$ cat config.mk
export PLATFORM = sky130hd
export DESIGN_NAME = mem_ctrl_flat
export DESIGN_NICKNAME = d
export VERILOG_FILES = /design/src/rtl/mem_ctrl_pkg.sv /design/src/rtl/mem_ctrl_if.sv /design/src/rtl/mem_ctrl_load_extend.sv /design/src/rtl/mem_ctrl.sv /design/src/flat_wrapper.sv
export SDC_FILE = /design/constraint.sdc
export NUM_CORES = 1
export LEC_CHECK = 0
export ABC_AREA = 0
export CAP_MARGIN = 20
export CORE_UTILIZATION = 45
export DETAILED_ROUTE_END_ITERATION = 10
export HOLD_SLACK_MARGIN = 0.08
export PLACE_DENSITY = 0.76
export RECOVER_POWER = 50
export SYNTH_ARGS = -nofsm -noshare
export SYNTH_HDL_FRONTEND = slang
export SYNTH_SLANG_ARGS = --single-unit
$ cat constraint.sdc
create_clock -name clk -period 2.4 [get_ports clk]
set_input_delay 0.6 -clock clk [delete_from_list [all_inputs] [get_ports clk]]
set_output_delay 0.6 -clock clk [all_outputs]
set_load 0.01 [all_outputs]
$ cat src/rtl/mem_ctrl_pkg.sv
// Shared widths, state encoding and access-length codes for the byte-serial
// memory controller.
package mem_ctrl_pkg;

  localparam int ADDR_W = 32;
  localparam int DATA_W = 32;

  localparam logic [2:0] LEN_BYTE = 3'd1;
  localparam logic [2:0] LEN_HALF = 3'd2;
  localparam logic [2:0] LEN_WORD = 3'd4;

  typedef enum logic [2:0] {
    ST_IDLE   = 3'd0,
    ST_IF_RD  = 3'd1,
    ST_MEM_RD = 3'd2,
    ST_MEM_WR = 3'd3,
    ST_DONE   = 3'd4
  } state_e;

  typedef enum logic [1:0] {
    OP_FETCH = 2'd0,
    OP_LOAD  = 2'd1,
    OP_SAVE  = 2'd2
  } op_e;

  // Anything other than 1 or 2 bytes is treated as a full word.
  function automatic logic [2:0] len_bytes(input logic [2:0] code);
    case (code)
      LEN_BYTE: return LEN_BYTE;
      LEN_HALF: return LEN_HALF;
      default:  return LEN_WORD;
    endcase
  endfunction

endpackage

$ cat src/rtl/mem_ctrl_if.sv
// Fetch port, MEM-stage load/store port and byte-wide RAM port of mem_ctrl.
interface mem_ctrl_if;
  import mem_ctrl_pkg::*;

  // Requests (if_req, load, save) are levels held by the requester until the
  // matching one-cycle done pulse; the controller samples them only when idle.
  logic              if_req;
  logic [ADDR_W-1:0] if_addr;
  logic              if_done;
  logic [DATA_W-1:0] if_data;

  logic              load;
  logic              save;
  logic [ADDR_W-1:0] sl_reg_address;
  logic [DATA_W-1:0] sl_data;
  logic [2:0]        sl_data_length;
  logic              sl_data_signed;
  logic              mem_ctrl_done;
  logic [DATA_W-1:0] mem_ctrl_data;

  logic [ADDR_W-1:0] ram_addr;
  logic              ram_wr;
  logic [7:0]        ram_dout;
  logic [7:0]        ram_din;

  modport master (
    output if_req, if_addr, load, save, sl_reg_address, sl_data,
           sl_data_length, sl_data_signed, ram_din,
    input  if_done, if_data, mem_ctrl_done, mem_ctrl_data,
           ram_addr, ram_wr, ram_dout
  );

  modport slave (
    input  if_req, if_addr, load, save, sl_reg_address, sl_data,
           sl_data_length, sl_data_signed, ram_din,
    output if_done, if_data, mem_ctrl_done, mem_ctrl_data,
           ram_addr, ram_wr, ram_dout
  );

endinterface

$ cat src/rtl/mem_ctrl_load_extend.sv
// Sign/zero extension of an assembled little-endian load word.
module load_extend
  import mem_ctrl_pkg::*;
(
  input  logic [DATA_W-1:0] word_i,
  input  logic [2:0]        len_i,
  input  logic              signed_i,
  output logic [DATA_W-1:0] word_o
);

  always_comb begin
    word_o = word_i;
    if (len_i == LEN_BYTE) begin
      word_o = {{24{signed_i & word_i[7]}}, word_i[7:0]};
    end else if (len_i == LEN_HALF) begin
      word_o = {{16{signed_i & word_i[15]}}, word_i[15:0]};
    end
  end

endmodule

$ cat src/rtl/mem_ctrl.sv
// Byte-serial memory controller: arbitrates fetch and load/store requests onto
// a single 8-bit synchronous RAM port.
module mem_ctrl
  import mem_ctrl_pkg::*;
(
  input  logic       clk,
  input  logic       rst,
  mem_ctrl_if.slave  bus,
  output state_e     dbg_state
);

  state_e            state_q, state_d;
  op_e               op_q, op_d;
  logic [2:0]        cnt_q, cnt_d;
  logic [2:0]        len_q, len_d;
  logic              sgn_q, sgn_d;
  logic [ADDR_W-1:0] base_q, base_d;
  logic [DATA_W-1:0] wdata_q, wdata_d;
  logic [DATA_W-1:0] rdata_q, rdata_d;
  logic              ram_wr_q, ram_wr_d;
  logic [ADDR_W-1:0] ram_addr_q, ram_addr_d;
  logic [7:0]        ram_dout_q, ram_dout_d;
  logic              if_done_q, if_done_d;
  logic [DATA_W-1:0] if_data_q, if_data_d;
  logic              mem_done_q, mem_done_d;
  logic [DATA_W-1:0] mem_data_q, mem_data_d;
  logic [DATA_W-1:0] ext_word;
  logic [1:0]        rd_byte;
  logic [1:0]        wr_byte;

  load_extend u_load_extend (
    .word_i   (rdata_q),
    .len_i    (len_q),
    .signed_i (sgn_q),
    .word_o   (ext_word)
  );

  // cnt_q counts edges since the request was sampled; read data lags the
  // presented address by one cycle, so edge k captures byte k-2.
  assign rd_byte = cnt_q[1:0] - 2'd2;
  assign wr_byte = cnt_q[1:0];

  always_comb begin
    state_d    = state_q;
    op_d       = op_q;
    cnt_d      = cnt_q;
    len_d      = len_q;
    sgn_d      = sgn_q;
    base_d     = base_q;
    wdata_d    = wdata_q;
    rdata_d    = rdata_q;
    ram_wr_d   = 1'b0;
    ram_addr_d = ram_addr_q;
    ram_dout_d = ram_dout_q;
    if_done_d  = 1'b0;
    if_data_d  = if_data_q;
    mem_done_d = 1'b0;
    mem_data_d = mem_data_q;
    case (state_q)
      ST_IDLE: begin
        cnt_d = 3'd1;
        if (bus.load) begin
          state_d    = ST_MEM_RD;
          op_d       = OP_LOAD;
          base_d     = bus.sl_reg_address;
          len_d      = len_bytes(bus.sl_data_length);
          sgn_d      = bus.sl_data_signed;
          rdata_d    = '0;
          ram_addr_d = bus.sl_reg_address;
        end else if (bus.save) begin
          state_d    = ST_MEM_WR;
          op_d       = OP_SAVE;
          base_d     = bus.sl_reg_address;
          len_d      = len_bytes(bus.sl_data_length);
          wdata_d    = bus.sl_data;
          ram_wr_d   = 1'b1;
          ram_addr_d = bus.sl_reg_address;
          ram_dout_d = bus.sl_data[7:0];
        end else if (bus.if_req) begin
          state_d    = ST_IF_RD;
          op_d       = OP_FETCH;
          base_d     = bus.if_addr;
          len_d      = LEN_WORD;
          sgn_d      = 1'b0;
          rdata_d    = '0;
          ram_addr_d = bus.if_addr;
        end
      end
      ST_IF_RD, ST_MEM_RD: begin
        cnt_d = cnt_q + 3'd1;
        if (cnt_q < len_q) ram_addr_d = base_q + {29'd0, cnt_q};
        if (cnt_q >= 3'd2) rdata_d[{rd_byte, 3'b000} +: 8] = bus.ram_din;
        if (cnt_q == len_q + 3'd1) state_d = ST_DONE;
      end
      ST_MEM_WR: begin
        cnt_d = cnt_q + 3'd1;
        if (cnt_q < len_q) begin
          ram_wr_d   = 1'b1;
          ram_addr_d = base_q + {29'd0, cnt_q};
          ram_dout_d = wdata_q[{wr_byte, 3'b000} +: 8];
        end else begin
          state_d = ST_DONE;
        end
      end
      ST_DONE: begin
        state_d = ST_IDLE;
        cnt_d   = 3'd0;
        case (op_q)
          OP_FETCH: begin
            // A fetch whose request vanished was flushed upstream.
            if (bus.if_req) begin
              if_done_d = 1'b1;
              if_data_d = rdata_q;
            end
          end
          OP_LOAD: begin
            mem_done_d = 1'b1;
            mem_data_d = ext_word;
          end
          default: mem_done_d = 1'b1;
        endcase
      end
      default: state_d = ST_IDLE;
    endcase
  end

  always_ff @(posedge clk) begin
    if (!rst) begin
      state_q    <= ST_IDLE;
      op_q       <= OP_FETCH;
      cnt_q      <= '0;
      len_q      <= '0;
      sgn_q      <= 1'b0;
      base_q     <= '0;
      wdata_q    <= '0;
      rdata_q    <= '0;
      ram_wr_q   <= 1'b0;
      ram_addr_q <= '0;
      ram_dout_q <= '0;
      if_done_q  <= 1'b0;
      if_data_q  <= '0;
      mem_done_q <= 1'b0;
      mem_data_q <= '0;
    end else begin
      state_q    <= state_d;
      op_q       <= op_d;
      cnt_q      <= cnt_d;
      len_q      <= len_d;
      sgn_q      <= sgn_d;
      base_q     <= base_d;
      wdata_q    <= wdata_d;
      rdata_q    <= rdata_d;
      ram_wr_q   <= ram_wr_d;
      ram_addr_q <= ram_addr_d;
      ram_dout_q <= ram_dout_d;
      if_done_q  <= if_done_d;
      if_data_q  <= if_data_d;
      mem_done_q <= mem_done_d;
      mem_data_q <= mem_data_d;
    end
  end

  assign bus.ram_wr        = ram_wr_q;
  assign bus.ram_addr      = ram_addr_q;
  assign bus.ram_dout      = ram_dout_q;
  assign bus.if_done       = if_done_q;
  assign bus.if_data       = if_data_q;
  assign bus.mem_ctrl_done = mem_done_q;
  assign bus.mem_ctrl_data = mem_data_q;
  assign dbg_state         = state_q;

endmodule

$ cat src/flat_wrapper.sv
// flat-port wrapper written by rule: the top's interface ports become plain ports
module mem_ctrl_flat import mem_ctrl_pkg::*;
  (clk, rst, dbg_state, bus_if_req, bus_if_addr, bus_load, bus_save, bus_sl_reg_address, bus_sl_data, bus_sl_data_length, bus_sl_data_signed, bus_ram_din, bus_if_done, bus_if_data, bus_mem_ctrl_done, bus_mem_ctrl_data, bus_ram_addr, bus_ram_wr, bus_ram_dout);
  mem_ctrl_if bus_i ();
  input  logic clk;
  input  logic rst;
  output state_e dbg_state;
  input wire logic [$bits(bus_i.if_req)-1:0] bus_if_req;
  input wire logic [$bits(bus_i.if_addr)-1:0] bus_if_addr;
  input wire logic [$bits(bus_i.load)-1:0] bus_load;
  input wire logic [$bits(bus_i.save)-1:0] bus_save;
  input wire logic [$bits(bus_i.sl_reg_address)-1:0] bus_sl_reg_address;
  input wire logic [$bits(bus_i.sl_data)-1:0] bus_sl_data;
  input wire logic [$bits(bus_i.sl_data_length)-1:0] bus_sl_data_length;
  input wire logic [$bits(bus_i.sl_data_signed)-1:0] bus_sl_data_signed;
  input wire logic [$bits(bus_i.ram_din)-1:0] bus_ram_din;
  output wire logic [$bits(bus_i.if_done)-1:0] bus_if_done;
  output wire logic [$bits(bus_i.if_data)-1:0] bus_if_data;
  output wire logic [$bits(bus_i.mem_ctrl_done)-1:0] bus_mem_ctrl_done;
  output wire logic [$bits(bus_i.mem_ctrl_data)-1:0] bus_mem_ctrl_data;
  output wire logic [$bits(bus_i.ram_addr)-1:0] bus_ram_addr;
  output wire logic [$bits(bus_i.ram_wr)-1:0] bus_ram_wr;
  output wire logic [$bits(bus_i.ram_dout)-1:0] bus_ram_dout;
  assign bus_i.if_req = bus_if_req;
  assign bus_i.if_addr = bus_if_addr;
  assign bus_i.load = bus_load;
  assign bus_i.save = bus_save;
  assign bus_i.sl_reg_address = bus_sl_reg_address;
  assign bus_i.sl_data = bus_sl_data;
  assign bus_i.sl_data_length = bus_sl_data_length;
  assign bus_i.sl_data_signed = bus_sl_data_signed;
  assign bus_i.ram_din = bus_ram_din;
  assign bus_if_done = bus_i.if_done;
  assign bus_if_data = bus_i.if_data;
  assign bus_mem_ctrl_done = bus_i.mem_ctrl_done;
  assign bus_mem_ctrl_data = bus_i.mem_ctrl_data;
  assign bus_ram_addr = bus_i.ram_addr;
  assign bus_ram_wr = bus_i.ram_wr;
  assign bus_ram_dout = bus_i.ram_dout;
  mem_ctrl u_core (.clk(clk), .rst(rst), .bus(bus_i), .dbg_state(dbg_state));
endmodule
[After elaboration in Yosys (flattened, before gate mapping)]
Cells that the tools add are included.
Storage, ports and cells
  logic and storage cells: 110
  flip-flop bits (word level): 215
  output and inout port bits: 110
Operators by class
  $add $sub $neg: 5
  $lt $le $gt $ge: 2
  reduce and logical (&&, ||, !) cells: 21
  bitwise logic cells: 3
  multiplexer cells: 40
  equality and inequality tests: 21
  shift operators: 3
Operators with widths (count)
  32-bit two-way mux: 10
  32-bit one-hot mux with 2 select lines: 2
  32-bit by 3-bit adder with 32-bit output: 1
  32-bit bitwise mux: 1
  8-bit by 7-bit variable shift with 32-bit output, first input constant: 1
  32-bit by 6-bit indexed part select with 8-bit output: 1
  8-bit by 7-bit indexed part select with 32-bit output: 1
  3-bit two-way mux: 8
  8-bit two-way mux: 3
  3-bit one-hot mux with 3 select lines: 2
  3-bit AND reduction: 6
  8-bit one-hot mux with 2 select lines: 1
  3-bit by 2-bit == test with 1-bit output, second input constant: 4
  3-bit by 1-bit == test with 1-bit output, second input constant: 3
  1-bit two-way mux: 8
  2-bit by 1-bit inequality test with 1-bit output, second input constant: 4
  2-bit inequality test, second input constant: 4
  4-bit AND reduction: 2
  2-bit nonzero test: 4
  5-bit negation with 7-bit output: 1
  3-bit by 1-bit adder with 3-bit output, second input constant: 2
  2-bit two-way mux: 3
  3-bit inequality test, second input constant: 2
  3-bit one-hot mux with 2 select lines: 1
  other kinds (16): 20

[Logic depth before layout (Yosys ltp)]
  depth in word-level cells: 6
  mapped depth: 9
  depth with buffers taken out: 7

[Cells and area by module]
From an unflattened synthesis, not the netlist that was laid out.
Second synthesis, totals
  cells, all modules: 1150
  area, all modules: 9798.1 um2
By module, submodules not included
  mem_ctrl: times used 1, cells each 1105, sequential area each 4304.1 um2, area each 9446.6 um2
  load_extend: times used 1, cells each 45, sequential area each 0.0 um2, area each 351.6 um2

[Worst setup path before layout]
Ideal clock, no wire load.
  kind: register -> register
  from: register u_core.cnt_q[1]
  to: register u_core.rdata_q[16]
  period minus slack after synthesis: 2.224 ns
  arrival time: 2.154 ns
  cell stages (with the launch flop): 9
  setup slack: 0.176 ns
  path through: dfxtp_1 buf_1 inv_1 ha_1 nor4b_1 and3_1 clkbuf_1 nand3_1 a21oi_1
Between the ends
  longest elaborated chain between the ends: 6
  elaborated cells on any way between the ends: 10
Ends and longest elaborated chain
  start: declaration: RTL line mem_ctrl.sv:14  | logic [2:0] cnt_q, cnt_d;
  start signal: assignment: RTL line mem_ctrl.sv:147  | cnt_q <= cnt_d;
  2-bit subtractor: RTL line mem_ctrl.sv:40  | assign rd_byte = cnt_q[1:0] - 2'd2;
  5-bit negation with 7-bit output: RTL line mem_ctrl.sv:92  | if (cnt_q >= 3'd2) rdata_d[{rd_byte, 3'b000} +: 8] = bus.ram_din;
  8-bit by 7-bit indexed part select with 32-bit output / 8-bit by 7-bit variable shift with 32-bit output (equally long branches): RTL line mem_ctrl.sv:92
  32-bit bitwise mux: RTL line mem_ctrl.sv:92
  32-bit two-way mux: RTL line mem_ctrl.sv:92
  32-bit one-hot mux with 2 select lines: RTL line mem_ctrl.sv:59  | case (state_q)
  end signal: assignment: RTL line mem_ctrl.sv:152  | rdata_q <= rdata_d;
  end: declaration: RTL line mem_ctrl.sv:19  | logic [DATA_W-1:0] rdata_q, rdata_d;
Several ways; a longest one is shown, not always the timed one. The select of a mux whose other input is x is not followed.
A chain may end at the register's enable or synchronous reset.

[Worst setup path in the final report]
  from: register u_core.cnt_q[2]
  to: register u_core.ram_addr_q[17] (netlist: u_core.bus.ram_addr[17])
Between the ends
  longest elaborated chain between the ends: 3
  elaborated cells on any way between the ends: 6
Ends and longest elaborated chain
  32-bit by 3-bit adder with 32-bit output / 3-bit < comparator (equally long branches): RTL line mem_ctrl.sv:91, mem_ctrl.sv:99, mem_ctrl.sv:97
  32-bit two-way mux / 2-bit by 1-bit inequality test with 1-bit output (equally long branches)
  32-bit one-hot mux with 2 select lines / 3-bit AND reduction (equally long branches)
  end signal: assignment: RTL line mem_ctrl.sv:154  | ram_addr_q <= ram_addr_d;
  end: declaration: RTL line mem_ctrl.sv:21  | logic [ADDR_W-1:0] ram_addr_q, ram_addr_d;
Several ways; a longest one is shown, not always the timed one. The select of a mux whose other input is x is not followed.

==> metrics.yaml <==
synth:
  synth_area_mm2: 0.00958
  synth_top_area_frac: 0.449
  synth_area_leaders: "dfxtp_1 45%, a21oi_1 8.3%, nand2_1 7.3%"
  synth_seq_area_share: 0.449
  synth_warnings: 0
  syn_inst: 1134
  synth.distinct_cells: 59
  async_reset_ff_frac: 0
  synth_edf_count: 0
  synth_top_cell_by_area: "dfxtp_1"
  synth_ff_type: "dfxtp_1"
  avgSynthCellArea_um2: 8.45
  syn_nets: 1263
  ys_ff_latch: 215
floorplan:
  die_height_um: 148
  core_area_mm2: 0.0210
  fp.dieW_um: 148
  initial_utilization: 0.457
  die-area_mm2: 0.0219
  rows: 53
  ios: 223
drt:
  totalWireLength_um: 27300
  drt-pass1-iter-count: 4
  vias: 8984
  viasPerCell: 5.49
  remaining_drc_errors: 0
  antenna_left: 0
  drt_iter0_markers: 380
  wl_per_cell_um: 16.7
placement:
  gp_congestion: 0.863
  dp_hpwl_um: 19300
  io_buffers: 222
  dp_cells: 1594
pwr:
  p_sw_uw: 3260
  p_clk_frac: 0.337
  swShare: 0.306
  p_leak_uw: 0.00487
  ir_worst_vdd_v: 0.000388
  intPower_uw: 7380
  p_comb_frac: 0.258
  p_seq_frac: 0.405
  p_per_area_mw_per_mm2: 820
setup_path:
  path_cells: "ha_1 > nand3_1 > a211oi_2 > nand4_1 > xor2_1 > a211oi_1"
  r2r_start: "u_core.cnt_q[2]"
  r2r-end: "u_core.bus.ram_addr[17]"
  slowest_stage: "a211oi_2"
  reg2reg_slack_ns: 0.12
  start_kind: "register"
  critPathMaxFanout: 7
  critPathKind: "reg2reg"
  required_ns: 2.83
  reg2reg_depth: 6
  crit_path_end_kind: "register"
  max_stage_delay_ns: 0.60
  cp.arrival_ns: 2.71
sta:
  whs_ns: 0.449
  setup_viol: 0
  finalSetupTns_ns: 0
  hold_violations: 0
  tightest_slew_ns: 1.13
  drv_slew: 0
  slew_headroom: 0.244
  rsz0062_at_grt: "no"
  fin_crit_sh: 0.951
  skew_ns: 0.0116
  fmax_mhz: 438
  period_needed_ns: 2.28
clock_network:
  numCtsBuffers: 23
  clk_pin_slew_ns: 0.06
  numClockSinks: 215
  clk_path_buf_depth: 3
  post-cts-setup-buffer-count: 0
  ctsHoldBuffers: 0
  cts_tree: "yes"
  htree_levels: 1
  clkLatencyLatePin_ns: 0.52
  root_buffer: "clkbuf_16"
  ctsResizeCount: 3
hold_path:
  min-delay-start: "u_core.bus.if_data[5]"
  holdCritPathClass: "reg2reg"
  hold-path-endpoint: "u_core.bus.if_data[5]"
  holdPathStages: 2
grt:
  grt_pass1_vias: 8603
  grt-busiest-layer: "met2"
  grt_antenna_before_repair: 1
  use_met3: 0.0309
  grt_pass1_wl_um: 43300
  track_usage: 0.246
  met1_usage: 0.312
  grt_max_degree: 82
  grt_overflow_total: 0
  grtUsageMet2: 0.428
final_layout:
  area_delta_synth_final_pct: 35.5
  diodes: 0
  layout_commonest_cell: "dfxtp_1"
  final_cell_mix: "212 x dfxtp_1, 202 x clkdlybuf4s50_1, 187 x nand2_1"
  fillers: 1853
  final-instance-count-excl-fill: 1636
  drive_gt1_frac: 0.0977
  final_nets: 1473
flow_run:
  maxCapViolCount: 0
run_status:
  status: "complete, no violations"
[through the flow]
step	util	power [uW]	instance area, um2	setup WS, ns
global placement	0.586	7110	12300	0.0189
finish	0.619	10600	13000	0.117
floorplan	-	5920	9580	0.176
global route	0.619	11100	13000	0.0128
CTS	0.622	10700	13000	0.0884
detailed placement	0.586	7170	12300	-0.0531
[power by group through the flow]
| stage | combinational [uW] | clock [uW] | sequential (uW) |
|---|---|---|---|
| finish | 2750 | 3580 | 4310 |
| global placement | 2740 | 0 | 4360 |
| global route | 3000 | 3780 | 4360 |
| CTS | 2810 | 3610 | 4310 |
| detailed placement | 2800 | 0 | 4380 |
| floorplan | 1540 | 0 | 4380 |
[logic make-up (layout without fill, tap and decap cells)]
family / count (synthesis) / after routing / synth area share
compound gates: 320 / 320 / 0.205
xor+xnor: 33 / 33 / 0.0317
fa+ha+maj: 16 / 16 / 0.0217
buf+inv: 94 / 321 / 0.0400
flops: 215 / 215 / 0.449
mux: 39 / 39 / 0.0526
simple gates: 417 / 417 / 0.200
[final cells by class]
class,count,area [um2],share of cell area
repair buffers,270,2600,0.201
clock inverters,12,139,0.0107
multi-input cells,825,4930,0.380
well taps,275,344,0.0265
flip-flops and latches,215,4310,0.332
clock buffers,30,622,0.0479
inverters,9,36.3,0.00280
[layer usage]
metal  part of all wire  vias up  routed length (um)
met3              0.045       57                1230
met2               0.49      233               13400
met1               0.43     4279               11800
li1                   -     4413                   -
met5            0.00040        -                  11
met4              0.032        2                 866
[cell usage after synthesis, drive strengths merged (20+ instances only)]
| master | instances |
|---|---|
| nand3 | 44 |
| mux2i | 20 |
| dfxtp | 215 |
| o21ai | 63 |
| nand2 | 187 |
| nand2b | 25 |
| a21oi | 159 |
| buf | 24 |
| xor2 | 22 |
| clkbuf | 61 |
| a211oi | 30 |
| nor2 | 93 |
[critical path, delay by kind of cell (launching register included)]
kind | cells | cell delay [ns]
AOI/OAI and AO/OA | 2 | 0.83
adders and majority gates | 1 | 0.40
and+or+nand+nor | 2 | 0.41
DFF | 1 | 0.38
xor gates and xnor gates | 1 | 0.17
[registers in the layout (all words and copies together), names as in the netlist]
signal	count
u_core.bus.ram_addr	32
u_core.rdata_q	32
u_core.bus.if_done	1
u_core.bus.if_data	32
u_core.base_q	32
u_core.bus.ram_wr	1
u_core.len_q	3
u_core.bus.ram_dout	8
u_core.op_q	2
u_core.bus.mem_ctrl_done	1
u_core.bus.mem_ctrl_data	32
u_core.sgn_q	1
u_core.dbg_state	3
u_core.wdata_q	32
u_core.cnt_q	3
[how the worst max path moves through the flow]
stage | from | to | slack, ns
2_1_floorplan | u_core.cnt_q[1] | u_core.rdata_q[16] | 0.18
3_3_place_gp | bus_save | u_core.rdata_q[1] | 0.02
3_5_place_dp | bus_save | u_core.rdata_q[5] | -0.05
4_1_cts | u_core.cnt_q[2] | u_core.bus.ram_dout[2] | 0.09
5_1_grt | bus_save | u_core.bus.ram_addr[25] | 0.01
6_report | u_core.cnt_q[2] | u_core.bus.ram_addr[17] | 0.12
(Power assumes the default switching activity.)
